## src/rtl/sensor_input_conditioner.sv

```systemverilog
// Board-pin front end: synchronizes and debounces nine raw inputs, commits the
// three water probes as one atomic group, and turns the buttons into pulses.
module sensor_input_conditioner #(
  parameter int SYNC_STAGES     = 2,
  parameter int DEBOUNCE_CYCLES = 16
) (
  input  logic clock,
  input  logic reset_n,
  input  logic raw_low_water,
  input  logic raw_mid_water,
  input  logic raw_high_water,
  input  logic raw_earth_humidity,
  input  logic raw_air_humidity,
  input  logic raw_low_temperature,
  input  logic raw_selector,
  input  logic raw_button_2,
  input  logic raw_button_3,
  output logic low_water_level,
  output logic mid_water_level,
  output logic high_water_level,
  output logic earth_humidity,
  output logic air_humidity,
  output logic low_temperature,
  output logic selector,
  output logic pulse_2,
  output logic pulse_3,
  output logic sensor_change
);

  localparam int NUM_CHANNELS = 9;
  localparam int CW = (DEBOUNCE_CYCLES > 2) ? $clog2(DEBOUNCE_CYCLES) : 1;
  localparam logic [CW-1:0] CNT_MAX = CW'(DEBOUNCE_CYCLES - 1);

  // Channel order: [2:0] water low/mid/high, [6:3] earth/air/temp/selector,
  // [8:7] button 2/3.
  logic [NUM_CHANNELS-1:0] raw_vec;
  logic [NUM_CHANNELS-1:0] stable;
  logic [2:0]              water_pending;

  assign raw_vec = {raw_button_3, raw_button_2, raw_selector, raw_low_temperature,
                    raw_air_humidity, raw_earth_humidity, raw_high_water,
                    raw_mid_water, raw_low_water};

  for (genvar i = 0; i < NUM_CHANNELS; i++) begin : g_chan
    logic [SYNC_STAGES-1:0] sync_q;
    logic                   synced;
    logic                   stable_q;
    logic [CW-1:0]          count_q;

    assign synced = sync_q[SYNC_STAGES-1];

    // NOTE: asynchronous active-low reset in the sensitivity list; state uses
    // non-blocking assignments so every flop samples pre-edge values.
    always_ff @(posedge clock or negedge reset_n) begin
      if (!reset_n) begin
        sync_q   <= '0;
        stable_q <= 1'b0;
        count_q  <= '0;
      end else begin
        sync_q <= {sync_q[SYNC_STAGES-2:0], raw_vec[i]};
        if (synced == stable_q) begin
          count_q <= '0;
        end else if (count_q == CNT_MAX) begin
          stable_q <= synced;
          count_q  <= '0;
        end else begin
          count_q <= count_q + 1'b1;
        end
      end
    end

    assign stable[i] = stable_q;

    if (i < 3) begin : g_water
      assign water_pending[i] = |count_q;
    end
  end

  // Water outputs move together, and only once no probe is mid-debounce.
  logic [2:0] water_q;

  always_ff @(posedge clock or negedge reset_n) begin
    if (!reset_n) begin
      water_q <= '0;
    end else if (!(|water_pending) && (stable[2:0] != water_q)) begin
      water_q <= stable[2:0];
    end
  end

  // Rising-edge detect on the debounced buttons, registered one cycle later.
  logic [1:0] btn_d;
  logic [1:0] pulse_q;

  always_ff @(posedge clock or negedge reset_n) begin
    if (!reset_n) begin
      btn_d   <= '0;
      pulse_q <= '0;
    end else begin
      btn_d   <= stable[8:7];
      pulse_q <= stable[8:7] & ~btn_d;
    end
  end

  logic [6:0] levels;
  logic [6:0] levels_d;
  logic       change_q;

  assign levels = {stable[6:3], water_q};

  always_ff @(posedge clock or negedge reset_n) begin
    if (!reset_n) begin
      levels_d <= '0;
      change_q <= 1'b0;
    end else begin
      levels_d <= levels;
      change_q <= (levels != levels_d);
    end
  end

  assign low_water_level  = water_q[0];
  assign mid_water_level  = water_q[1];
  assign high_water_level = water_q[2];
  assign earth_humidity   = stable[3];
  assign air_humidity     = stable[4];
  assign low_temperature  = stable[5];
  assign selector         = stable[6];
  assign pulse_2          = pulse_q[0];
  assign pulse_3          = pulse_q[1];
  assign sensor_change    = change_q;

endmodule

```

## config.mk

```make
export PLATFORM = sky130hd
export DESIGN_NAME = sensor_input_conditioner
export DESIGN_NICKNAME = d
export VERILOG_FILES = /design/src/rtl/sensor_input_conditioner.sv
export SDC_FILE = /design/constraint.sdc
export NUM_CORES = 1
export LEC_CHECK = 0
export BUFFER_PORTS_ARGS = -buffer_cell sky130_fd_sc_hd__buf_2
export CAP_MARGIN = 20
export CORE_ASPECT_RATIO = 0.7
export CORE_MARGIN = 3
export CORE_UTILIZATION = 45
export CTS_BUF_LIST = sky130_fd_sc_hd__clkbuf_8 sky130_fd_sc_hd__clkbuf_16
export CTS_CLUSTER_DIAMETER = 120
export DETAILED_ROUTE_END_ITERATION = 8
export GPL_ROUTABILITY_DRIVEN = 0
export GPL_TIMING_DRIVEN = 0
export MAX_ROUTING_LAYER = met4
export PLACE_DENSITY = 0.71
export SLEW_MARGIN = 20
export SYNTH_ARGS = -nofsm -noshare
export SYNTH_HDL_FRONTEND = slang
export SYNTH_SLANG_ARGS = --single-unit
```

## constraint.sdc

```tcl
create_clock -name clock -period 1.3 [get_ports clock]
set_input_delay 0.26 -clock clock [delete_from_list [all_inputs] [get_ports clock]]
set_output_delay 0.26 -clock clock [all_outputs]
set_load 0.1 [all_outputs]
```

==> results.cfg <==
[run_status]
status = finished, violations left
violations = negative setup slack

[die]
core_mm2 = 0.00631
boundaryPins = 21
die-area_mm2 = 0.00764
num_rows = 24
dieHeight_um = 74.0
die_x_um = 103
start_util_pct = 47.2

[grt]
use_met2_pct = 17.2
grt_use_met1_pct = 16.3
grt_pass1_vias = 1581
grt_max_degree = 49
grtUsageTotal_pct = 12.5
grt_pass1_wl_um = 6940
grt.busiest_layer = met2
antenna_found_initial = 0
grt_remaining_overflow = 0
grtUsageMet3_pct = 7.03

[worst_setup_path]
crit_type = reg -> reg
startpoint_type = flop
worst-path-max-fanout = 3
arrival_ps = 1640
critPathRequiredTime_ps = 1530
worstSetupEndpointType = flop

[clock_network]
clock_insertion_delay_worst_skew_ps = 340
clkTransAtPathRegs_ps = 70
cts_root_buf = clkbuf_8
clock_sinks = 78
cts_buffer_depth = 2
htreeDepth = 3
cts_made_buffers = 9
cts_tree = yes

[cells_and_area]
drive_gt1_share_pct = 22.0
syn2layout_area_growth_pct = 20.9
final_common_cell = dfrtp_1
post-route-util_pct = 57.1
layout_common_cells = dfrtp_1 (73), xnor2_1 (21), a21oi_1 (16)
nNetsFinal = 286
nFillCells = 521
stdcell_count = 346
num_antenna_cells = 0

[place]
dp.cells = 318
place_hpwl_um = 2870
place_worst_setup_slack_ps = -189
port_buffers = 20

[yosys]
syn_area_mm2 = 0.00298
synthCells = 219
yosysWarnings = 0
avgSynthCellArea_um2 = 13.6
synth_cell_type_count = 22
ys_seq_area_share_pct = 65.6
synth_seq_cells = 78
synth_nets = 242

[power]
power_density_mw_per_mm2 = 1250
max-vdd-ir-drop_v = 0.000604
power_leakage_uw = 0.00167

[timing]
slew_violations = 0
fmax_mhz = 710
tightestPinTransition_ps = 403
finalSetupViolCount = 4
slew_headroom_pct = 73.1
finalHoldViolCount = 0
min_period_over_period_pct = 108
rsz0062_at_grt = yes
final.setup.worst_slack_ps = -108
fin_crit_ps = 1410
finalClockSkew_ps = 12.8

[routing]
drtIter0Drc = 56
viasPerCell = 4.93
finalWirelength_um = 4200
drc = 0
antenna_left = 0
route.vias.total = 1706
dr.pass1.iters = 4
wl_per_cell_um = 12.1

[hold_path]
hp-class = in -> reg

[run]
max_cap_viol_count = 0
## layout make-up
class / count / area (um2) / share of cell area, %
flip-flops and latches: 78 / 1960 / 54.4
multi-input cells: 127 / 985 / 27.4
clock inverters: 5 / 26.3 / 0.730
inverters: 14 / 52.6 / 1.46
clock buffers: 11 / 151 / 4.21
well taps: 78 / 97.6 / 2.71
repair buffers: 33 / 328 / 9.11
## where the power goes
group	switching (uW)	leakage (uW)	total, uW	internal, uW
Combinational	153	0.000555	304	151
Clock	800	0.000102	1580	780
Sequential	81.7	0.00102	2610	2520
Total	1030	0.00167	4490	3460
## metrics by stage
step	setup TNS, ps	total power (uW)	hold WS (ps)	instance area [um2]
after CTS	-456	4550	0.307	3500
after floorplan	-232	2810	-35.6	2980
after global routing	-792	4740	2.51	3600
after global placement	-44760	2910	333	3180
after detailed placement	-561	2930	221	3210
final	-324	4490	27.6	3600
## critical path: stages (launching register included)
cell and delay (ps):
dfrtp_1 390, inv_1 80, ha_1 140, nor4b_4 180, nand4_1 190, mux2_2 320
## cells by family (layout without fill, tap and decap cells)
kind of cell,count (synthesis),after routing,synth area share [%]
buffers and inverters,14,63,1.77
AOI/OAI and AO/OA,30,30,5.68
adders and majority gates,12,12,5.05
and+or+nand+nor,48,48,10.0
muxes,12,12,4.54
xor gates and xnor gates,25,25,7.36
DFF,78,78,65.6
## sequential cells by signal, summed over array words and instances, names as in the netlist
register	count
sensor_change	1
levels_d	7
earth_humidity	1
low_temperature	1
selector	1
g_chan.stable_q	5
air_humidity	1
pulse_q	2
g_chan.count_q	36
water_q	3
g_chan.sync_q	18
btn_d	2
## synth_stat cells
cell type	number	area, um2
dfrtp_1	78	1950
nor3b_1	6	45.0
nand3_1	9	45.0
inv_1	13	48.8
xnor2_1	21	184
nand4_1	2	12.5
a311oi_1	4	35.0
nor2b_1	11	68.8
inv_2	1	3.75
nor4_1	1	6.26
mux2_2	12	135
nor3_1	1	5.00
ha_1	12	150
nor2_1	9	33.8
o21ai_0	8	40.0
or4_1	3	22.5
a21oi_1	16	80.1
xor2_1	4	35.0
nand4b_1	5	43.8
a21o_1	1	7.51
a31oi_1	1	6.26
nor4b_2	1	15.0
## layer usage
layer / vias to the layer above / part of all wire [%]
met2: 22 / 44
met3: 4 / 4.7
met5: - / 0
li1: 848 / -
met4: 0 / 0.69
met1: 832 / 51
## worst paths after layout
kind / start / endpoint / slack [ps] / depth (start not counted)
max in group asynchronous: reset_n / g_chan[2].count_q[2] / 340 / 3
worst max register to register: g_chan[2].count_q[1] / water_q[1] / -110 / 5
worst max-delay path: g_chan[2].count_q[1] / water_q[1] / -110 / 5
worst min register to register: g_chan[5].sync_q[0] / g_chan[5].sync_q[1] / 340 / 0
min in group asynchronous: reset_n / g_chan[4].count_q[2] / 390 / 2
worst min-delay path: raw_low_water / g_chan[0].sync_q[0] / 30 / 1
## repair_timing
action | CTS | global route
endpoints found under the setup margin | 13 | 12
gates resized for setup | 20 | 9
hold buffers | 4 | 4
buffers inserted | 1 | 3
endpoints found under the hold margin | 33 | 4
pin swaps | 1 | 1
No activity file was read; power rests on OpenSTA's default activity.
